==> config.mk <==
export PLATFORM = sky130hd
export DESIGN_NAME = sequence_memory_reader
export DESIGN_NICKNAME = d
export VERILOG_FILES = /design/src/rtl/sequence_memory_reader.sv
export SDC_FILE = /design/constraint.sdc
export NUM_CORES = 1
export LEC_CHECK = 0
export CORE_ASPECT_RATIO = 1.1
export CORE_UTILIZATION = 50
export CTS_CLUSTER_DIAMETER = 30
export DETAILED_ROUTE_END_ITERATION = 8
export MAX_ROUTING_LAYER = met4
export PLACE_DENSITY_LB_ADDON = 0.1
export SYNTH_ARGS = -nofsm -noshare
export SYNTH_HDL_FRONTEND = slang
export SYNTH_SLANG_ARGS = --single-unit
==> constraint.sdc <==
create_clock -name iClock -period 7.3 [get_ports iClock]
set_input_delay 1.095 -clock iClock [delete_from_list [all_inputs] [get_ports iClock]]
set_output_delay 1.095 -clock iClock [all_outputs]
set_load 0.02 [all_outputs]
==> src/rtl/sequence_memory_reader.sv <==
// sequence_memory_reader: fetches N packed sequence words from the shared RAM s2 port and streams them to the evaluator
// Ports: iClock/iReset (async, active-high); iStart rising edge in IDLE launches a run of
//   iSequencesToProcess words from iBaseAddress; oMemAddress/oMemChipSelect/oMemClken/iMemReadData
//   drive the RAM read port; oSeqValid/iSeqReady handshake carries oSeqInput/oSeqExpected/
//   oSeqValidMask/oSeqIndex/oSeqLast; oBusy/oDone/iDoneAck report run status to the HPS.
// Option: define SEQ_READER_CHECKSUM_EN to add oChecksum, the wrapping sum of all words read this run.
module sequence_memory_reader #(
    parameter int ADDR_W       = 16,
    parameter int READ_LATENCY = 1,
    parameter int FIFO_DEPTH   = 4
) (
    input  logic              iClock,
    input  logic              iReset,
    input  logic              iStart,
    input  logic [7:0]        iSequencesToProcess,
    input  logic [ADDR_W-1:0] iBaseAddress,
    output logic [ADDR_W-1:0] oMemAddress,
    output logic              oMemChipSelect,
    output logic              oMemClken,
    input  logic [31:0]       iMemReadData,
    output logic              oSeqValid,
    input  logic              iSeqReady,
    output logic [7:0]        oSeqInput,
    output logic [7:0]        oSeqExpected,
    output logic [7:0]        oSeqValidMask,
    output logic [7:0]        oSeqIndex,
    output logic              oSeqLast,
    output logic              oBusy,
    output logic              oDone,
`ifdef SEQ_READER_CHECKSUM_EN
    output logic [31:0]       oChecksum,
`endif
    input  logic              iDoneAck
);
    localparam int PW = $clog2(FIFO_DEPTH);
    localparam int CW = PW + 2;

    typedef enum logic [1:0] {IDLE, FETCH, DRAIN, DONE} state_t;

    state_t                  state_q, state_d;
    logic                    start_q;
    logic [7:0]              n_q, n_d, issue_q, issue_d;
    logic [ADDR_W-1:0]       base_q, base_d;
    logic [READ_LATENCY-1:0] pv_q, plast_q;
    logic [7:0]              pidx_q [READ_LATENCY];
    logic [23:0]             fdata_q [FIFO_DEPTH];
    logic [7:0]              fidx_q [FIFO_DEPTH];
    logic [FIFO_DEPTH-1:0]   flast_q;
    logic [PW-1:0]           wp_q, rp_q;
    logic [PW:0]             cnt_q;
    logic [CW-1:0]           inflight;
    logic                    start_edge, issue, pop, wr, last_issue, credit;

    assign start_edge = iStart && !start_q;
    assign wr         = pv_q[READ_LATENCY-1];
    assign pop        = oSeqValid && iSeqReady;
    assign last_issue = issue_q == n_q - 8'd1;

    always_comb begin
        inflight = '0;
        for (int k = 0; k < READ_LATENCY; k++) inflight = inflight + CW'(pv_q[k]);
    end

    // Reads in flight plus buffered entries must fit the FIFO; an entry popped this
    // cycle frees its slot at the same edge, which keeps 1 entry/cycle throughput.
    assign credit = inflight + CW'(cnt_q) < CW'(FIFO_DEPTH) + CW'(pop);

    always_comb begin
        state_d = state_q;
        n_d     = n_q;
        base_d  = base_q;
        issue_d = issue_q;
        issue   = 1'b0;
        case (state_q)
            IDLE: if (start_edge) begin
                n_d     = iSequencesToProcess;
                base_d  = iBaseAddress;
                issue_d = 8'd0;
                state_d = iSequencesToProcess == 8'd0 ? DONE : FETCH;
            end
            FETCH: if (credit) begin
                issue   = 1'b1;
                issue_d = issue_q + 8'd1;
                state_d = last_issue ? DRAIN : FETCH;
            end
            DRAIN: state_d = pop && oSeqLast ? DONE : DRAIN;
            DONE:  state_d = iDoneAck ? IDLE : DONE;
            default: state_d = IDLE;
        endcase
    end

    // start_q resets high so a start level held through reset is not seen as an edge.
    always_ff @(posedge iClock or posedge iReset) begin
        if (iReset) begin
            state_q <= IDLE;
            start_q <= 1'b1;
            n_q     <= '0;
            base_q  <= '0;
            issue_q <= '0;
        end else begin
            state_q <= state_d;
            start_q <= iStart;
            n_q     <= n_d;
            base_q  <= base_d;
            issue_q <= issue_d;
        end
    end

    always_ff @(posedge iClock or posedge iReset) begin
        if (iReset) begin
            pv_q    <= '0;
            plast_q <= '0;
            wp_q    <= '0;
            rp_q    <= '0;
            cnt_q   <= '0;
        end else begin
            pv_q    <= (pv_q << 1) | READ_LATENCY'(issue);
            plast_q <= (plast_q << 1) | READ_LATENCY'(issue && last_issue);
            if (wr) wp_q <= wp_q + 1'b1;
            if (pop) rp_q <= rp_q + 1'b1;
            cnt_q   <= cnt_q + (PW+1)'(wr) - (PW+1)'(pop);
        end
    end

    // Payload storage needs no reset: every output is gated by oSeqValid.
    always_ff @(posedge iClock) begin
        pidx_q[0] <= issue_q;
        for (int k = 1; k < READ_LATENCY; k++) pidx_q[k] <= pidx_q[k-1];
        if (wr) begin
            fdata_q[wp_q] <= iMemReadData[23:0];
            fidx_q[wp_q]  <= pidx_q[READ_LATENCY-1];
            flast_q[wp_q] <= plast_q[READ_LATENCY-1];
        end
    end

    assign oSeqValid      = cnt_q != '0;
    assign oSeqInput      = oSeqValid ? fdata_q[rp_q][7:0] : 8'd0;
    assign oSeqExpected   = oSeqValid ? fdata_q[rp_q][15:8] : 8'd0;
    assign oSeqValidMask  = oSeqValid ? fdata_q[rp_q][23:16] : 8'd0;
    assign oSeqIndex      = oSeqValid ? fidx_q[rp_q] : 8'd0;
    assign oSeqLast       = oSeqValid && flast_q[rp_q];
    assign oBusy          = state_q == FETCH || state_q == DRAIN;
    assign oDone          = state_q == DONE;
    assign oMemClken      = 1'b1;
    assign oMemChipSelect = issue;
    assign oMemAddress    = base_q + ADDR_W'(issue_q);

`ifdef SEQ_READER_CHECKSUM_EN
    logic [31:0] sum_q;

    always_ff @(posedge iClock or posedge iReset) begin
        if (iReset) sum_q <= '0;
        else if (state_q == IDLE && start_edge) sum_q <= '0;
        else if (wr) sum_q <= sum_q + iMemReadData;
    end

    assign oChecksum = sum_q;
`else
    logic unused_hi;
    assign unused_hi = &{1'b0, iMemReadData[31:24]};
`endif
endmodule

==> run_results.csv <==
group,metric,value,unit
synthesis,synth-simple-area-share,8.233,%
synthesis,ys_seq_elements,184,
sta,fin_setup_tns,0,ns
setup_path,cp-start-kind,"register",
placement,hpwl,9.126,mm
floorplan,ios,115,
setup_path,crit_chain,"ha_1 -> inv_1 -> fa_1 -> nor2b_1 -> o21ai_1 -> a21boi_1 -> o211ai_1 -> a21oi_1 -> xor2_1 -> clkdlybuf4s50_1",
setup_path,end_kind,"output pin",
setup_path,reg2reg_slack,4.75,ns
global_routing,grt.total_usage,19.72,%
job,cap_violations,0,
floorplan,start_util,51.88,%
sta,fin_skew,0.006370,ns
setup_path,reg2reg_from,"pv_q",
setup_path,critical_path_cell_count,10,
drt,via_count,4359,
sta,max_slew.worst_pin.slew,0.9415,ns
sta,timing.fmax,222.9,MHz
hold_path,hold_class,"reg2reg",
final_layout,stdcell_count,809,
final_layout,area_delta_synth_final,23.33,%
synthesis,ys_seq_area_share,65.88,%
setup_path,path_delay_family,"compound AO/OA/AOI/OAI gates",
synthesis,synth-adder-area-share,4.290,%
synthesis,synth_warnings,0,
global_routing,grt_overflow_total,0,
setup_path,slowest_stage,"clkdlybuf4s50_1",
sta,period_share,61.46,%
drt,drt_iter0_markers,317,
power,finalPower,4.414,mW
placement,finalWeightedCongestion,0.7925,
setup_path,crit_required,6.20,ns
synthesis,synth_top_family_by_area,"multiplexers",
cts,numCtsBuffers,17,
cts,cts-htree-levels,4,
setup_path,critPathMaxStageDelay,0.63,ns
synthesis,synth.area.mux_share,12.78,%
setup_path,arrival,3.39,ns
global_routing,grt_pass1_wl,23.18,mm
final_layout,fin_nets,687,
floorplan,die_area,16370,um^2
sta,hold_slack,0.4780,ns
setup_path,crit_end,"oMemAddress[14]",
synthesis,synth_cell_types,49,
final_layout,final_layout_size_suffix_gt1_share,17.13,%
power,power_density,451.2,nW/um^2
cts,ctsHoldBuffers,0,
cts,cts_tree,"yes",
synthesis,synth_edf_count,132,
sta,setup_viol,0,
setup_path,startpoint,"issue_q[0]",
sta,hold_viol,0,
setup_path,crit_type,"reg2out",
final_layout,diodes,0,
placement,place_area,9186,um^2
synthesis,synthArstFlopShare,23.91,%
setup_path,crit_path_max_fanout,7,
outcome,status,"completed",
final_layout,finalInstanceArea,9783,um^2
sta,layout_min_cycle_time,4.486,ns
drt,wl,14.30,mm
cts,cts_resized,0,
cts,cts_root_buf,"clkbuf_16",
power,vdd.ir_drop.worst,0.0002810,V
synthesis,postSynthCellCount,489,
drt,via_per_inst,5.388,
cts,path_clk_slew,0.06,ns
cts,cts_setup_buffers,0,
sta,rsz0062_at_grt,"no",
power,leakage,3.575,nW
synthesis,synth_compound_area_share,2.950,%
global_routing,grt_max_degree,45,
global_routing,grt_antenna_before_repair,0,
synthesis,synth_xor_area_share,3.864,%
setup_path,crit_buf_inv,2,
global_routing,grt_pass1_vias,4585,
placement,placedCellCount,777,
drt,routedWlPerCell,17.67,um
placement,numPortBuffers,105,
setup_path,r2r_end,"issue_q[6]",
cts,cts_sinks,184,
floorplan,core,15290,um^2
floorplan,fp.dieW,122.1,um
sta,relSlewSlack,37.23,%
setup_path,worstRegToRegCells,8,
synthesis,syn_nets,576,
floorplan,rows,47,
cts,clk_path_buf_depth,2,
synthesis,ys.flop_type,"edfxtp_1",
floorplan,die_height,134.1,um
drt,postRouteAntennaNets,0,
cts,clock_latency,0.42,ns
synthesis,netlist_area,7933,um^2
drt,first_pass_iters,4,
sta,finalMaxSlewViolations,0,
drt,drcViolationCount,0,
synthesis,synth_area_per_cell,16.22,um^2
[Yosys cell counts, types with 2 or more instances]
master,n,area [um^2]
nand4_1,2,12.51
a21o_1,3,22.52
nand2_1,22,82.58
or3_1,3,18.77
mux4_2,33,743.2
mux2_2,24,270.3
ha_1,24,300.3
fa_1,2,40.04
dfrtp_1,43,1076
and3_1,5,31.28
nor2_1,19,71.32
buf_4,4,30.03
nand3_1,4,20.02
o21ai_0,4,20.02
edfxtp_1,132,3964
xor2_1,16,140.1
o21a_1,3,22.52
and2_1,41,256.5
nand3b_1,2,15.01
o21ai_1,3,15.01
nor2b_1,2,12.51
dfxtp_1,8,160.2
inv_1,20,75.07
a21oi_1,10,50.05
nor3_1,7,35.03
clkbuf_1,11,41.29
nor4_2,2,25.02
xnor2_1,19,166.4
[per-stage QoR]
| step | worst slack [ns] | util, % |
|---|---|---|
| 6_report | 2.814 | 63.99 |
| 5_1_grt | 2.615 | 63.99 |
| 4_1_cts | 2.805 | 63.99 |
| 3_5_place_dp | 3.264 | 60.08 |
| 3_3_place_gp | 3.277 | 60.08 |
| 2_1_floorplan | 4.043 | - |
[how the worst min path moves through the flow]
stage | startpoint | endpoint | slack [ns] | cells past startpoint
after floorplan | issue_q[7] | pidx_q[0][7] | 0.43 | 0
after global placement | pidx_q[0][7] | fidx_q[2][7] | 0.45 | 0
after global routing | pidx_q[0][3] | fidx_q[1][3] | 0.51 | 0
after detailed placement | pidx_q[0][5] | fidx_q[0][5] | 0.47 | 0
final | pidx_q[0][2] | fidx_q[0][2] | 0.48 | 0
after CTS | pidx_q[0][2] | fidx_q[3][2] | 0.48 | 0
[cells in the final DEF, fill, tap and decap left out, types with 8 or more instances in the layout]
cell type          n
edfxtp_1         132
clkdlybuf4s50_1  105
dfrtp_1           41
and2_1            37
mux4_2            33
mux2_2            24
ha_1              24
nand2_1           22
inv_1             19
nor2_1            19
xnor2_1           19
clkbuf_16         19
xor2_1            16
a21oi_1           10
dfxtp_1            8
[final cells by class]
cell class | instances | area [um^2]
Timing Repair Buffer | 109 | 1081
Clock inverter | 9 | 86.33
Fill cell | 1144 | 5507
Sequential cell | 184 | 5229
Tap cell | 196 | 245.2
Multi-Input combinational cell | 268 | 2556
Clock buffer | 23 | 510.5
Inverter | 20 | 75.07
[logic make-up after synthesis]
family	after synthesis
flip-flops	184
AND/OR/NAND/NOR	117
multiplexers	57
buffers and inverters	37
XOR/XNOR	35
AO/OA/AOI/OAI	32
adder cells (fa/ha/maj)	26
other	1
[layer usage]
| metal | GRT usage, % | routed length [um] | part of all wire (%) | vias to the layer above |
|---|---|---|---|---|
| met3 | 3.912 | 521 | 3.6 | 13 |
| li1 | - | - | - | 2043 |
| met5 | - | 0 | 0 | - |
| met4 | 7.182 | 145 | 1.0 | 0 |
| met1 | 23.17 | 5990 | 42 | 2206 |
| met2 | 33.52 | 7640 | 53 | 97 |
[registers in the layout, indices dropped and copies added (netlist names)]
register / cells
n_q: 8
wp_q: 2
fdata_q: 96
plast_q: 1
issue_q: 8
cnt_q: 3
rp_q: 2
fidx_q: 32
state_q: 2
flast_q: 4
pidx_q: 8
pv_q: 1
start_q: 1
base_q: 16
[power by group]
group	switching, mW	total, mW	internal, mW	leakage (nW)
logic	0.903	1.87	0.964	1.48
clock network	0.372	0.902	0.530	0.286
registers	0.237	1.64	1.41	1.81
Note: power is estimated with default switching activity, not from simulation.
